$ cat config.mk
export PLATFORM = sky130hd
export DESIGN_NAME = bitty_uart_link
export DESIGN_NICKNAME = d
export VERILOG_FILES = /design/src/rtl/bitty_uart_link.sv
export SDC_FILE = /design/constraint.sdc
export NUM_CORES = 1
export LEC_CHECK = 0
export ABC_AREA = 1
export CAP_MARGIN = 20
export CORE_ASPECT_RATIO = 0.5
export CORE_MARGIN = 3
export CORE_UTILIZATION = 56
export DETAILED_ROUTE_END_ITERATION = 8
export PLACE_DENSITY = 0.75
export SYNTH_ARGS = -nofsm -noshare
export SYNTH_HDL_FRONTEND = slang
export SYNTH_SLANG_ARGS = --single-unit
$ cat constraint.sdc
create_clock -name clk -period 3.13 [get_ports clk]
set_input_delay 0.7825 -clock clk [delete_from_list [all_inputs] [get_ports clk]]
set_output_delay 0.7825 -clock clk [all_outputs]
set_load 0.01 [all_outputs]
$ cat src/rtl/bitty_uart_link.sv
// Full-duplex UART: TX FIFO feeding a serialiser, RX deserialiser into a ready/valid holding register.
// Latency: push to start bit 2 cycles; RX word visible 1 cycle after the stop-bit sample.
// Backpressure: tx_ready low when FIFO full; RX overwrites nothing, drops new word with rx_overflow when held.
// Optional even parity bit enabled by defining BITTY_UART_PARITY_EN.
module bitty_uart_link #(
    parameter int DATA_W   = 8,
    parameter int DIV_W    = 13,
    parameter int TX_DEPTH = 4
) (
    input  logic              clk,
    input  logic              rst_n,
    input  logic [DIV_W-1:0]  clks_per_bit,
    input  logic              rx_data_bit,
    output logic              tx_data_bit,
    input  logic [DATA_W-1:0] tx_data,
    input  logic              tx_valid,
    output logic              tx_ready,
    output logic              tx_busy,
    output logic [DATA_W-1:0] rx_data,
    output logic              rx_valid,
    input  logic              rx_ready,
    output logic              rx_frame_err,
    output logic              rx_parity_err,
    output logic              rx_overflow
);

    localparam int AW    = $clog2(TX_DEPTH);
    localparam int IDX_W = $clog2(DATA_W + 1);
`ifdef BITTY_UART_PARITY_EN
    localparam bit PAR_EN = 1'b1;
`else
    localparam bit PAR_EN = 1'b0;
`endif

    typedef enum logic [2:0] {
        TX_IDLE, TX_START, TX_DATA, TX_PAR, TX_STOP
    } tx_state_t;

    typedef enum logic [2:0] {
        RX_IDLE, RX_START, RX_DATA, RX_PAR, RX_STOP, RX_WAIT
    } rx_state_t;

    logic [DIV_W-1:0] w_div;
    assign w_div = (clks_per_bit < DIV_W'(2)) ? DIV_W'(2) : clks_per_bit;

    // ---------------- TX FIFO ----------------
    logic [DATA_W-1:0] r_fifo [TX_DEPTH];
    logic [AW:0]       r_wr_ptr;
    logic [AW:0]       r_rd_ptr;
    logic              w_empty;
    logic              w_full;
    logic              w_push;
    logic              w_tx_load;
    logic [DATA_W-1:0] w_fifo_head;

    assign w_empty     = (r_wr_ptr == r_rd_ptr);
    assign w_full      = (r_wr_ptr[AW] != r_rd_ptr[AW]) &&
                         (r_wr_ptr[AW-1:0] == r_rd_ptr[AW-1:0]);
    assign w_push      = tx_valid & ~w_full;
    assign w_fifo_head = r_fifo[r_rd_ptr[AW-1:0]];

    always_ff @(posedge clk) begin
        if (w_push) begin
            r_fifo[r_wr_ptr[AW-1:0]] <= tx_data;
        end
    end

    always_ff @(posedge clk or negedge rst_n) begin
        if (!rst_n) begin
            r_wr_ptr <= '0;
            r_rd_ptr <= '0;
        end else begin
            if (w_push) begin
                r_wr_ptr <= r_wr_ptr + 1'b1;
            end
            if (w_tx_load) begin
                r_rd_ptr <= r_rd_ptr + 1'b1;
            end
        end
    end

    // ---------------- TX serialiser ----------------
    tx_state_t         r_tx_state;
    tx_state_t         w_tx_state_nxt;
    logic [DIV_W-1:0]  r_tx_div;
    logic [DIV_W-1:0]  r_tx_cnt;
    logic [IDX_W-1:0]  r_tx_idx;
    logic [DATA_W-1:0] r_tx_shift;
    logic              r_tx_par;
    logic              r_tx_bit;
    logic              w_tx_bit_nxt;
    logic              w_tx_bit_end;

    assign w_tx_bit_end = (r_tx_cnt == r_tx_div - 1'b1);

    always_ff @(posedge clk or negedge rst_n) begin
        if (!rst_n) begin
            r_tx_state <= TX_IDLE;
        end else begin
            r_tx_state <= w_tx_state_nxt;
        end
    end

    always_comb begin
        w_tx_state_nxt = r_tx_state;
        w_tx_load      = 1'b0;
        w_tx_bit_nxt   = r_tx_bit;
        case (r_tx_state)
            TX_IDLE: begin
                w_tx_bit_nxt = 1'b1;
                if (!w_empty) begin
                    w_tx_load      = 1'b1;
                    w_tx_state_nxt = TX_START;
                    w_tx_bit_nxt   = 1'b0;
                end
            end
            TX_START: begin
                if (w_tx_bit_end) begin
                    w_tx_state_nxt = TX_DATA;
                    w_tx_bit_nxt   = r_tx_shift[0];
                end
            end
            TX_DATA: begin
                if (w_tx_bit_end) begin
                    if (r_tx_idx == IDX_W'(DATA_W - 1)) begin
                        if (PAR_EN) begin
                            w_tx_state_nxt = TX_PAR;
                            w_tx_bit_nxt   = r_tx_par;
                        end else begin
                            w_tx_state_nxt = TX_STOP;
                            w_tx_bit_nxt   = 1'b1;
                        end
                    end else begin
                        w_tx_bit_nxt = r_tx_shift[1];
                    end
                end
            end
            TX_PAR: begin
                if (w_tx_bit_end) begin
                    w_tx_state_nxt = TX_STOP;
                    w_tx_bit_nxt   = 1'b1;
                end
            end
            TX_STOP: begin
                if (w_tx_bit_end) begin
                    // Chain straight into the next start bit when more data is queued.
                    if (!w_empty) begin
                        w_tx_load      = 1'b1;
                        w_tx_state_nxt = TX_START;
                        w_tx_bit_nxt   = 1'b0;
                    end else begin
                        w_tx_state_nxt = TX_IDLE;
                        w_tx_bit_nxt   = 1'b1;
                    end
                end
            end
            default: begin
                w_tx_state_nxt = TX_IDLE;
                w_tx_bit_nxt   = 1'b1;
            end
        endcase
    end

    always_ff @(posedge clk or negedge rst_n) begin
        if (!rst_n) begin
            r_tx_bit   <= 1'b1;
            r_tx_div   <= DIV_W'(2);
            r_tx_cnt   <= '0;
            r_tx_idx   <= '0;
            r_tx_shift <= '0;
            r_tx_par   <= 1'b0;
        end else begin
            r_tx_bit <= w_tx_bit_nxt;
            if (w_tx_load) begin
                r_tx_shift <= w_fifo_head;
                r_tx_par   <= ^w_fifo_head;
                r_tx_div   <= w_div;
                r_tx_cnt   <= '0;
                r_tx_idx   <= '0;
            end else if (r_tx_state != TX_IDLE) begin
                if (w_tx_bit_end) begin
                    r_tx_cnt <= '0;
                    if (r_tx_state == TX_DATA) begin
                        r_tx_shift <= r_tx_shift >> 1;
                        r_tx_idx   <= r_tx_idx + 1'b1;
                    end
                end else begin
                    r_tx_cnt <= r_tx_cnt + 1'b1;
                end
            end
        end
    end

    assign tx_data_bit = r_tx_bit;
    assign tx_ready    = ~w_full;
    assign tx_busy     = (r_tx_state != TX_IDLE) | ~w_empty;

    // ---------------- RX deserialiser ----------------
    logic              r_rx_s1;
    logic              r_rx_s2;
    logic              r_rx_s3;
    logic              w_rx_line;
    logic              w_rx_fall;
    rx_state_t         r_rx_state;
    rx_state_t         w_rx_state_nxt;
    logic [DIV_W-1:0]  r_rx_div;
    logic [DIV_W-1:0]  r_rx_cnt;
    logic [IDX_W-1:0]  r_rx_idx;
    logic [DATA_W-1:0] r_rx_shift;
    logic              r_rx_par_bit;
    logic              w_rx_half_hit;
    logic              w_rx_bit_end;
    logic              w_rx_start;
    logic              w_rx_sample;
    logic              w_rx_par_smp;
    logic              w_rx_good;
    logic              w_rx_ferr;
    logic              w_rx_perr;
    logic [DATA_W-1:0] r_rx_data;
    logic              r_rx_valid;
    logic              r_rx_ferr;
    logic              r_rx_perr;
    logic              r_rx_ovf;

    always_ff @(posedge clk or negedge rst_n) begin
        if (!rst_n) begin
            r_rx_s1 <= 1'b1;
            r_rx_s2 <= 1'b1;
            r_rx_s3 <= 1'b1;
        end else begin
            r_rx_s1 <= rx_data_bit;
            r_rx_s2 <= r_rx_s1;
            r_rx_s3 <= r_rx_s2;
        end
    end

    assign w_rx_line     = r_rx_s2;
    assign w_rx_fall     = r_rx_s3 & ~r_rx_s2;
    assign w_rx_half_hit = (r_rx_cnt == (r_rx_div >> 1));
    assign w_rx_bit_end  = (r_rx_cnt == r_rx_div - 1'b1);

    always_ff @(posedge clk or negedge rst_n) begin
        if (!rst_n) begin
            r_rx_state <= RX_IDLE;
        end else begin
            r_rx_state <= w_rx_state_nxt;
        end
    end

    always_comb begin
        w_rx_state_nxt = r_rx_state;
        w_rx_start     = 1'b0;
        w_rx_sample    = 1'b0;
        w_rx_par_smp   = 1'b0;
        w_rx_good      = 1'b0;
        w_rx_ferr      = 1'b0;
        w_rx_perr      = 1'b0;
        case (r_rx_state)
            RX_IDLE: begin
                if (w_rx_fall) begin
                    w_rx_start     = 1'b1;
                    w_rx_state_nxt = RX_START;
                end
            end
            RX_START: begin
                if (w_rx_half_hit) begin
                    w_rx_state_nxt = w_rx_line ? RX_IDLE : RX_DATA;
                end
            end
            RX_DATA: begin
                if (w_rx_bit_end) begin
                    w_rx_sample = 1'b1;
                    if (r_rx_idx == IDX_W'(DATA_W - 1)) begin
                        w_rx_state_nxt = PAR_EN ? RX_PAR : RX_STOP;
                    end
                end
            end
            RX_PAR: begin
                if (w_rx_bit_end) begin
                    w_rx_par_smp   = 1'b1;
                    w_rx_state_nxt = RX_STOP;
                end
            end
            RX_STOP: begin
                if (w_rx_bit_end) begin
                    // Framing error wins; only one error pulse per frame.
                    if (!w_rx_line) begin
                        w_rx_ferr      = 1'b1;
                        w_rx_state_nxt = RX_WAIT;
                    end else if (PAR_EN && ((^r_rx_shift) != r_rx_par_bit)) begin
                        w_rx_perr      = 1'b1;
                        w_rx_state_nxt = RX_IDLE;
                    end else begin
                        w_rx_good      = 1'b1;
                        w_rx_state_nxt = RX_IDLE;
                    end
                end
            end
            RX_WAIT: begin
                if (w_rx_line) begin
                    w_rx_state_nxt = RX_IDLE;
                end
            end
            default: w_rx_state_nxt = RX_IDLE;
        endcase
    end

    always_ff @(posedge clk or negedge rst_n) begin
        if (!rst_n) begin
            r_rx_div     <= DIV_W'(2);
            r_rx_cnt     <= '0;
            r_rx_idx     <= '0;
            r_rx_shift   <= '0;
            r_rx_par_bit <= 1'b0;
        end else if (w_rx_start) begin
            // The detect cycle already counts as the first cycle of the start bit.
            r_rx_div <= w_div;
            r_rx_cnt <= DIV_W'(1);
            r_rx_idx <= '0;
        end else begin
            case (r_rx_state)
                RX_START:                r_rx_cnt <= w_rx_half_hit ? '0 : r_rx_cnt + 1'b1;
                RX_DATA, RX_PAR, RX_STOP: r_rx_cnt <= w_rx_bit_end ? '0 : r_rx_cnt + 1'b1;
                default:                 r_rx_cnt <= '0;
            endcase
            if (w_rx_sample) begin
                r_rx_shift <= {w_rx_line, r_rx_shift[DATA_W-1:1]};
                r_rx_idx   <= r_rx_idx + 1'b1;
            end
            if (w_rx_par_smp) begin
                r_rx_par_bit <= w_rx_line;
            end
        end
    end

    always_ff @(posedge clk or negedge rst_n) begin
        if (!rst_n) begin
            r_rx_data  <= '0;
            r_rx_valid <= 1'b0;
            r_rx_ferr  <= 1'b0;
            r_rx_perr  <= 1'b0;
            r_rx_ovf   <= 1'b0;
        end else begin
            r_rx_ferr <= w_rx_ferr;
            r_rx_perr <= w_rx_perr;
            r_rx_ovf  <= 1'b0;
            if (w_rx_good) begin
                if (r_rx_valid && !rx_ready) begin
                    r_rx_ovf <= 1'b1;
                end else begin
                    r_rx_data  <= r_rx_shift;
                    r_rx_valid <= 1'b1;
                end
            end else if (rx_ready) begin
                r_rx_valid <= 1'b0;
            end
        end
    end

    assign rx_data      = r_rx_data;
    assign rx_valid     = r_rx_valid;
    assign rx_frame_err = r_rx_ferr;
    assign rx_overflow  = r_rx_ovf;
`ifdef BITTY_UART_PARITY_EN
    assign rx_parity_err = r_rx_perr;
`else
    assign rx_parity_err = r_rx_perr & 1'b0;
`endif

endmodule

==> out/metrics.csv, run 1 <==
metric,value,unit
status,"complete, no violations",
fin_skew,9.855,ps
cp_slowest_cell,clkdlybuf4s50_1,
synth_fp_nets,942,
grt_pass1_vias,5902,
cp.depth,4,
synth_cell_types,44,
arrival,2070,ps
ys.warnings.count,0,
p_int,4452,uW
grt_overflow_total,0,
worst-r2r-cell-count,13,
cp.required,2350,ps
start_util,59.54,%
root_buffer,clkbuf_16,
yosysTopAreaCell,dfrtp_1,
cts_tree,built,
die-height,86.86,microns
cap_viol_max_count,0,
portBuffers,39,
p_clk_share,25.7,%
layout_setup_ws,274.5,ps
cts_hold_buf,0,
power.density,905.5,nW/um^2
numCtsBuffers,17,
clk_latency,420,ps
swShare,41.81,%
crit_family,buffers and inverters,
vias_per_cell,5.385,
crit_path_max_incr_delay,550,ps
p_leak,0.003883,uW
first_pass_iters,5,
die_x,167.7,microns
cts_resized,0,
min_period_over_period,91.23,%
ys_seq_area_share,48.43,%
die_area,14570,sq um
dpl.hpwl,11420,microns
grtUsageTotal,23.92,%
place_area,7871,sq um
clockBufferDepth,2,
combPwrFrac,39.2,%
antenna_found_initial,0,
worstSetupPathType,reg2out,
clock-sinks,135,
drcViolationCount,0,
drive_gt1_share,7.908,%
finalWirelength,16300,microns
grt_max_degree,52,
hp-class,in2async,
synth_top_cell_area_share,33.15,%
h-tree-depth,4,
register_area,3546,sq um
ys_seq_elements,135,
worst_pin_slew,772.4,ps
critPathLaunchType,flip-flop,
n_antenna_cell,0,
min_period,2855,ps
relSlewSlack,48.31,%
p_total,7652,uW
crit_buf_inv,1,
vdd.ir_drop.worst,0.0004707,V
io_pins,41,
hold_viol,0,
stdcell_area,8451,sq um
grt_pass1_wl,28380,microns
setup_viol,0,
drtAntennaViolNets,0,
clkSlewWorstSetupHoldPaths,60,ps
seq_power_share,35.1,%
fin_util,68.72,%
startpoint,r_rd_ptr[1]$_DFFE_PN0N_,
rows,28,
drtIter0Drc,603,
vias,6063,
synthFlopType,dfrtp_1,
p_sw,3199,uW
synth_area,7322,sq um
r2r-start,r_tx_div[0]$_DFFE_PN0N_,
ys_async_sr_fraction,76.30,%
ys_top_cells_by_area,"dfrtp_1 33%, edfxtp_1 13%, nand2_1 12%",
fillers,972,
synth_edf_count,32,
rsz0062_at_grt,no,
multiInputGateArea,3276,sq um
cts_setup_buffers,0,
cp-end-kind,output port,
final_common_cell,nand2_1,
slew_violations,0,
syn_avg_cell_area,8.091,sq um
wire_per_inst,14.47,microns
path_cells,xor2_1 -> nor2_1 -> nand4_1 -> clkdlybuf4s50_1,
post-place-ws,556.6,ps
critical_path.max_fanout,11,
setup_tns,0,ps
fmax,350.2,MHz
most-common-layout-cells,"229 x nand2_1, 111 x nor2_1, 97 x dfrtp_1",
core-area,12300,sq um
synthCells,905,
final_nets,985,
area_delta_synth_final,15.41,%
routabilityCongestion,0.9286,
[power groups by stage]
stage / sequential [uW] / combinational [uW] / clock (uW)
2_1_floorplan: 2570 / 2380 / 0
3_3_place_gp: 2690 / 2860 / 0
3_5_place_dp: 2700 / 2950 / 0
4_1_cts: 2680 / 2990 / 1990
5_1_grt: 2740 / 3430 / 2080
6_report: 2690 / 3000 / 1970
[path summary, 6_finish.rpt]
| path | endpoint | slack (ps) |
|---|---|---|
| max | tx_busy | 270 |
| min | r_tx_state[1]$_DFFE_PN0P_ | 370 |
| max reg2reg | r_tx_shift[1]$_DFFE_PN0P_ | 500 |
| min reg2reg | r_rx_s2$_DFF_PN1_ | 370 |
| max in group asynchronous | r_rx_s2$_DFF_PN1_ | 2040 |
| min in group clk | r_rx_s2$_DFF_PN1_ | 370 |
[Yosys cell counts, types with 4 or more instances]
cell type    n
o21ai_1     14
buf_4        4
o21ai_0     47
dfrtp_1     97
nor2_1     111
nor4_1       5
nand4_1     20
edfxtp_1    32
buf_2        9
nor3_1      16
inv_1       96
dfstp_2      6
clkbuf_1     8
o22ai_1     10
xor2_1      32
nand2_1    229
a21oi_1     22
nor2_2      10
nand3_1     59
ha_1        11
o211ai_1    13
xnor2_1     22
[sequential cells by signal, indices dropped and copies added, names as in the netlist, 3 cells and up]
| register | cells |
|---|---|
| r_fifo | 32 |
| r_rd_ptr | 3 |
| r_tx_idx | 4 |
| rx_data | 8 |
| r_rx_idx | 4 |
| r_rx_cnt | 13 |
| r_rx_div | 13 |
| r_rx_shift | 8 |
| r_tx_cnt | 13 |
| r_rx_state | 3 |
| r_tx_shift | 8 |
| r_tx_div | 13 |
| r_tx_state | 3 |
| r_wr_ptr | 3 |
[layout make-up]
| cell class | count | area share, % |
|---|---|---|
| sequential | 135 | 41.96 |
| timing repair buffer | 48 | 5.537 |
| clock buffer | 17 | 5.034 |
| clock inverter | 15 | 1.821 |
| tap | 165 | 2.443 |
| inverter | 100 | 4.442 |
| multi-input combinational | 646 | 38.76 |
[metrics by stage]
step                      hold slack [ps]  instances
after global placement              347.2       1094
after global routing                371.0       1126
after floorplan                     345.2        905
after CTS                           364.8       1126
after detailed placement            355.4       1094
final                               366.2       1126
[logic make-up (layout without fill, tap and decap cells)]
family	Yosys count	after routing	synth area share, %
other	1	1	0.05122
adder cells (fa/ha/maj)	11	11	1.880
AND/OR/NAND/NOR	468	468	27.73
XOR/XNOR	54	54	6.459
AO/OA/AOI/OAI	112	112	8.613
flip-flops	135	135	48.43
buffers and inverters	124	180	6.835
[per-layer routing]
metal / vias up / part of all wire, % / track usage, % / wire, microns
met5: - / 0 / 0 / 0
li1: 3042 / - / - / -
met1: 2869 / 47 / 31.50 / 7617
met2: 142 / 49 / 41.75 / 7913
met3: 10 / 4.1 / 4.896 / 674
met4: 0 / 0.56 / 5.345 / 91
No activity file was read; power rests on OpenSTA's default activity.
==> inputs of run 2 (changes only) <==
--- a/config.mk
+++ b/config.mk
@@ -11,6 +11,7 @@
 export CORE_MARGIN = 3
 export CORE_UTILIZATION = 56
 export DETAILED_ROUTE_END_ITERATION = 8
+export HOLD_SLACK_MARGIN = 0.05
 export PLACE_DENSITY = 0.75
 export SYNTH_ARGS = -nofsm -noshare
 export SYNTH_HDL_FRONTEND = slang
==> results of run 2 <==
Same layout as run 1: the final DEF is identical, and so are final timing and power.
==> inputs of run 3 (changes only) <==
--- a/config.mk
+++ b/config.mk
@@ -13,6 +13,7 @@
 export DETAILED_ROUTE_END_ITERATION = 8
 export HOLD_SLACK_MARGIN = 0.05
 export PLACE_DENSITY = 0.75
+export SLEW_MARGIN = 20
 export SYNTH_ARGS = -nofsm -noshare
 export SYNTH_HDL_FRONTEND = slang
 export SYNTH_SLANG_ARGS = --single-unit
==> results of run 3 <==
Same layout as run 1: the final DEF is identical, and so are final timing and power.
